### src/rtl/bus_wdt_pkg.sv
// bus_wdt_pkg: shared state encoding, parameter limits and width helper for bus_watchdog
package bus_wdt_pkg;
  typedef enum logic [1:0] {IDLE = 2'd0, COUNT = 2'd1, TERM = 2'd2, BERR = 2'd3} state_t;
  localparam int TIMEOUT_MIN = 2;
  localparam int TIMEOUT_MAX = 65535;
  localparam int PRESCALE_MIN = 1;
  localparam int PRESCALE_MAX = 256;
  function automatic int wdt_width(input int n);
    return (n < 2) ? 1 : $clog2(n);
  endfunction
endpackage

### src/rtl/bus_wdt_tick.sv
// bus_wdt_tick: clock prescaler, tick when the count reaches PRESCALE-1, held at 0 by restart
module bus_wdt_tick
  import bus_wdt_pkg::*;
#(
  parameter int PRESCALE = 1
) (
  input  logic clk,
  input  logic reset,
  input  logic restart,
  output logic tick
);
  localparam int PW = wdt_width(PRESCALE);
  localparam logic [PW-1:0] PMAX = PW'(PRESCALE - 1);
  logic [PW-1:0] p;
  assign tick = p == PMAX;
  always_ff @(posedge clk or negedge reset)
    if (!reset) p <= '0;
    else p <= (restart || tick) ? '0 : p + 1'b1;
endmodule

### src/rtl/bus_watchdog.sv
// bus_watchdog: 68000 bus-cycle watchdog driving /BERR on timeout; BUS_WDT_ADDR_LATCH_EN adds fault_addr capture
module bus_watchdog
  import bus_wdt_pkg::*;
#(
  parameter int TIMEOUT  = 8,
  parameter int PRESCALE = 1,
  parameter int AW       = 23
) (
  input  logic          clk,
  input  logic          reset,
  input  logic          as,
  input  logic          dtack,
  input  logic          vpa,
  input  logic          dis,
  input  logic          fault_clr,
`ifdef BUS_WDT_ADDR_LATCH_EN
  input  logic [AW-1:0] addr,
  output logic [AW-1:0] fault_addr,
`endif
  output logic          berr,
  output logic          fault
);
  localparam int CW = wdt_width(TIMEOUT);
  localparam logic [CW-1:0] CMAX = CW'(TIMEOUT - 1);
  if (TIMEOUT < TIMEOUT_MIN || TIMEOUT > TIMEOUT_MAX || PRESCALE < PRESCALE_MIN ||
      PRESCALE > PRESCALE_MAX || AW < 1) begin : g_bad_param
    $fatal(1, "bus_watchdog: illegal parameter value");
  end
  state_t state, nxt;
  logic [CW-1:0] cnt;
  logic tick, term, set;
  assign term = !dtack || !vpa;
  assign set = (state == COUNT) && (nxt == BERR);
  bus_wdt_tick #(.PRESCALE(PRESCALE)) u_tick (
    .clk(clk), .reset(reset), .restart(state != COUNT), .tick(tick)
  );
  always_comb begin
    nxt = state;
    case (state)
      IDLE:    nxt = as ? IDLE : (term || dis) ? TERM : COUNT;
      COUNT:   nxt = as ? IDLE : (term || dis) ? TERM : (tick && cnt == CMAX) ? BERR : COUNT;
      default: nxt = as ? IDLE : state;
    endcase
  end
  always_ff @(posedge clk or negedge reset)
    if (!reset) begin
      state <= IDLE;
      cnt   <= '0;
      berr  <= 1'b1;
      fault <= 1'b0;
    end else begin
      state <= nxt;
      cnt   <= (state != COUNT) ? '0 : (tick && cnt != CMAX) ? cnt + 1'b1 : cnt;
      berr  <= nxt != BERR;
      fault <= set ? 1'b1 : fault_clr ? 1'b0 : fault;
    end
`ifdef BUS_WDT_ADDR_LATCH_EN
  always_ff @(posedge clk or negedge reset)
    if (!reset) fault_addr <= '0;
    else if (set) fault_addr <= addr;
`endif
endmodule

### config.mk
export PLATFORM = sky130hd
export DESIGN_NAME = bus_watchdog
export DESIGN_NICKNAME = d
export VERILOG_FILES = /design/src/rtl/bus_wdt_pkg.sv /design/src/rtl/bus_wdt_tick.sv /design/src/rtl/bus_watchdog.sv
export SDC_FILE = /design/constraint.sdc
export NUM_CORES = 1
export LEC_CHECK = 0
export CORE_AREA = 3 3 40 42
export CTS_CLUSTER_DIAMETER = 200
export DETAILED_ROUTE_END_ITERATION = 12
export DIE_AREA = 0 0 43 45
export DONT_BUFFER_PORTS = 1
export GPL_ROUTABILITY_DRIVEN = 0
export PLACE_DENSITY = 0.51
export SLEW_MARGIN = 20
export SYNTH_ARGS = -nofsm -noshare
export SYNTH_HDL_FRONTEND = slang
export SYNTH_SLANG_ARGS = --single-unit
### constraint.sdc
create_clock -name clk -period 2.8 [get_ports clk]
set_input_delay 0.84 -clock clk [delete_from_list [all_inputs] [get_ports clk]]
set_output_delay 0.84 -clock clk [all_outputs]
set_load 0.1 [all_outputs]
* After elaboration in Yosys (flattened, before gate mapping)
Cells that the tools add are included.
W data, S select, Z words.
** Word-level totals
- Register bits after elaboration :: 8
- Bits of input ports :: 7
- Logic and storage cells :: 37
- Output and inout bits :: 2
** Operators by class
- Add/subtract/negate cells :: 2
- Muxes and demuxes :: 12
- Equality and inequality tests :: 6
- Bitwise operators :: 1
- Reductions and logical operators :: 11
** Operators with widths (number)
- $mux W2 :: 6
- $mux W3 :: 2
- $pmux W2 S2 :: 1
- $reduce_bool A2 Y1 :: 2
- $add A3 B1 Y3 const B :: 1
- $eq A3 B3 Y1 const B :: 1
- $logic_and A1 B1 Y1 :: 3
- $logic_or A1 B1 Y1 :: 3
- $mux W1 :: 3
- $ne A3 B3 Y1 const B :: 1
- $eq A2 B1 Y1 const B :: 1
- $eq A2 B2 Y1 const B :: 1
- $logic_not A1 Y1 :: 2
- $logic_not A2 Y1 :: 1
- $ne A2 B1 Y1 const B :: 1
- $ne A2 B2 Y1 const B :: 1
- $add A1 B1 Y1 const B :: 1
- $not A1 Y1 :: 1

* Logic depth before layout (Yosys ltp)
- Depth in word-level cells :: 9
- Mapped depth :: 4
- Gate-level depth less buffers :: 4

* Cells and area by module
Synthesis repeated with hierarchy kept, for this count alone.
** Unflattened totals
- Cell total of the unflattened synthesis :: 30
- Area, all modules :: 347.8 µm²
** Modules (own cells, without submodules)
- bus_watchdog :: area an instance 315.3 µm², sequential area each 176.4 µm², instances 1, cells an instance 27
- bus_wdt_tick :: area an instance 32.5 µm², sequential area each 25.0 µm², instances 1, cells an instance 3

* Worst setup path before layout
No wires, ideal clock.
- Path kind :: register to output
- Start :: register fault
- End :: output port fault
- Data arrival time :: 0.898 ns
- Setup slack :: 1.062 ns
- Data required time :: 1.960 ns
- Path buffers :: 0
- Cell stages (with the launch flop) :: 1
- Path through :: dfrtp_1
** RTL lines
- start, declared :: line bus_watchdog.sv:21 : output logic fault
- start signal, assigned :: line bus_watchdog.sv:55 : fault <= set ? 1'b1 : fault_clr ? 1'b0 : fault;
No word-level cell between the ends.

* Worst setup path after layout
- Start :: register berr
- End :: output port berr
** RTL lines
- start, declared :: line bus_watchdog.sv:20 : output logic berr,
- start signal, assigned :: line bus_watchdog.sv:49 : berr <= 1'b1;
- start signal, assigned :: line bus_watchdog.sv:54 : berr <= nxt != BERR;
No word-level cell between the ends.

==> run summary <==
Total die area -> 1940 um^2
Minimum hold slack -> 279 ps
Pin count of the biggest net entering global routing -> 9
Max VDD drop -> 0.000280 V
Chip Width -> 43 um
Drt first pass iters -> 3
Initial antenna violation count -> 0
Status -> finished, final reports clean
Synth cell types -> 16
Vias/cell -> 4.92
Commonest cells after routing, fill and taps aside -> dfrtp_1, a21oi_1, o21ai_0, clkbuf_4
Period minus WS final -> 1940 ps
Pleak -> 0.189 nW
Core Area -> 1280 um^2
Post-CTS Hold Buffers -> 0
Post-Route WL -> 720 um
Post-Syn Instances -> 31
Worst setup path class -> flip-flop to primary output
Share of the synthesized area in the top cell type -> 0.478
Pwr Total -> 0.218 mW
Starting Density -> 0.285
WP data required -> 1960 ps
Dpl ws -> 1120 ps
Die height -> 45 um
Via count -> 251
Share of cells above drive strength 1 -> 0.194
CP Max Fanout -> 1
Nature of the critical path startpoint -> flip-flop
Syn nets -> 40
DR WL/cell -> 14.1 um
# setup viols final -> 0
Cell area after layout -> 419 um^2
Max Slew Vio Count -> 0
Min-Delay Path Class -> input port to asynchronous set/reset pin
Clock Pin Slew Worst Setup and Hold Paths -> 50 ps
Fmax -> 0.515 GHz
TritonCTS Buffers -> 3
RSZ-0062 raised after global routing -> no
Post-placement cell area -> 393 um^2
WP data arrival -> 1100 ps
Antenna Cells -> 0
Post-Syn Area -> 367 um^2
Final period util -> 0.693
Clock latency on the worst-skew pair -> 250 ps
Layout net count -> 46
Cts repair resizes -> 0
Reg-to-reg slack, setup -> 1340 ps
Site Rows -> 13
R2R Path End -> cnt[1]
Initial DRC count -> 5
H-tree depth -> 1
I/O Buffers -> 0
Ports -> 9
Post-Synthesis Mean Instance Area -> 11.8 um^2
Fin Setup TNS -> 0 ps
Final hold vios -> 0
Root Buffer -> clkbuf_4
Number of max-cap violations -> 0
CTS tree -> done
Slew HR -> 0.665
Syn. warnings -> 0
Cell taking the most area after synthesis -> dfrtp_1
Worst r2r src -> cnt[0]
Total track usage -> 0.102
Area delta synth->final -> 14.3%
Routed Antenna Nets -> 0
Worst reg-to-reg path cell count -> 4
GRT overflow -> 0
First-pass GRT wire length -> 1.30 mm
FF+latch count, synth -> 8
PD cells -> 520 nW/um^2
CP Capture Type -> primary output
PnR worst setup slack -> 860 ps
Postcts setup bufs -> 0
Post-route DRC -> 0
Final Skew -> 6.31 ps
Clock sink total -> 8
Actual slew at the worst max-slew pin -> 503 ps
Commonest non-fill, non-tap cell in the layout -> dfrtp_1
Worst-case clock buffer depth -> 2
Top cells by area, synth -> dfrtp_1, dfstp_2, and4bb_2, ha_1, a21oi_1
Sequential-to-total area share from yosys stat -> 0.549
Vias in the first global route -> 266
-- kinds of logic after synthesis --
logic type | after synthesis | share of synthesized area
buffers and inverters | 2 | 0.0205
AO/OA/AOI/OAI | 10 | 0.164
other | 1 | 0.0102
adder cells (fa/ha/maj) | 2 | 0.0682
AND/OR/NAND/NOR | 8 | 0.188
flip-flops | 8 | 0.550
-- Yosys cell counts --
cell type / number
or3b_1: 2
nand3b_1: 1
a22o_1: 1
and2_1: 1
o21a_1: 1
o21ai_0: 3
or3_1: 1
a21oi_1: 4
and4bb_2: 2
dfrtp_1: 7
ha_1: 2
a32oi_1: 1
nand2b_1: 1
dfstp_2: 1
inv_1: 2
conb_1: 1
-- stage by stage --
step / util / std cells
2_1_floorplan: - / 31
3_3_place_gp: 0.306 / 47
3_5_place_dp: 0.306 / 47
4_1_cts: 0.326 / 51
5_1_grt: 0.326 / 51
6_report: 0.326 / 51
-- worst max path at each step --
stage / start / to / slack, ps / depth (start not counted)
2_1_floorplan: fault / fault / 1060 / 0
3_5_place_dp: berr / berr / 1120 / 0
3_3_place_gp: berr / berr / 1130 / 0
4_1_cts: berr / berr / 850 / 0
5_1_grt: berr / berr / 820 / 0
6_report: berr / berr / 860 / 0
-- layer usage --
layer  vias up  track usage  routed length [um]
li1        122            -                   -
met3         4       0.0598                  45
met4         0       0.0723                  22
met5         -            0                   0
met1       116        0.105                 287
met2         9        0.156                 365
-- final cells by class --
class,instances,area (um^2)
clock buffers,4,26.3
fillers,129,866
inverters,2,7.51
multi-input cells,21,158
flip-flops and latches,8,201
well taps,15,18.8
repair buffers,1,7.51
-- registers in the layout, indices dropped and copies added, names as in the netlist --
name	flops
cnt	3
state	2
berr	1
fault	1
u_tick.p	1
-- power by group --
part	total (mW)	internal [mW]	switching [mW]
clock	0.0913	0.0543	0.0369
combinational	0.00519	0.00303	0.00216
sequential	0.122	0.118	0.00343
total	0.218	0.176	0.0425
(Power assumes the default switching activity.)
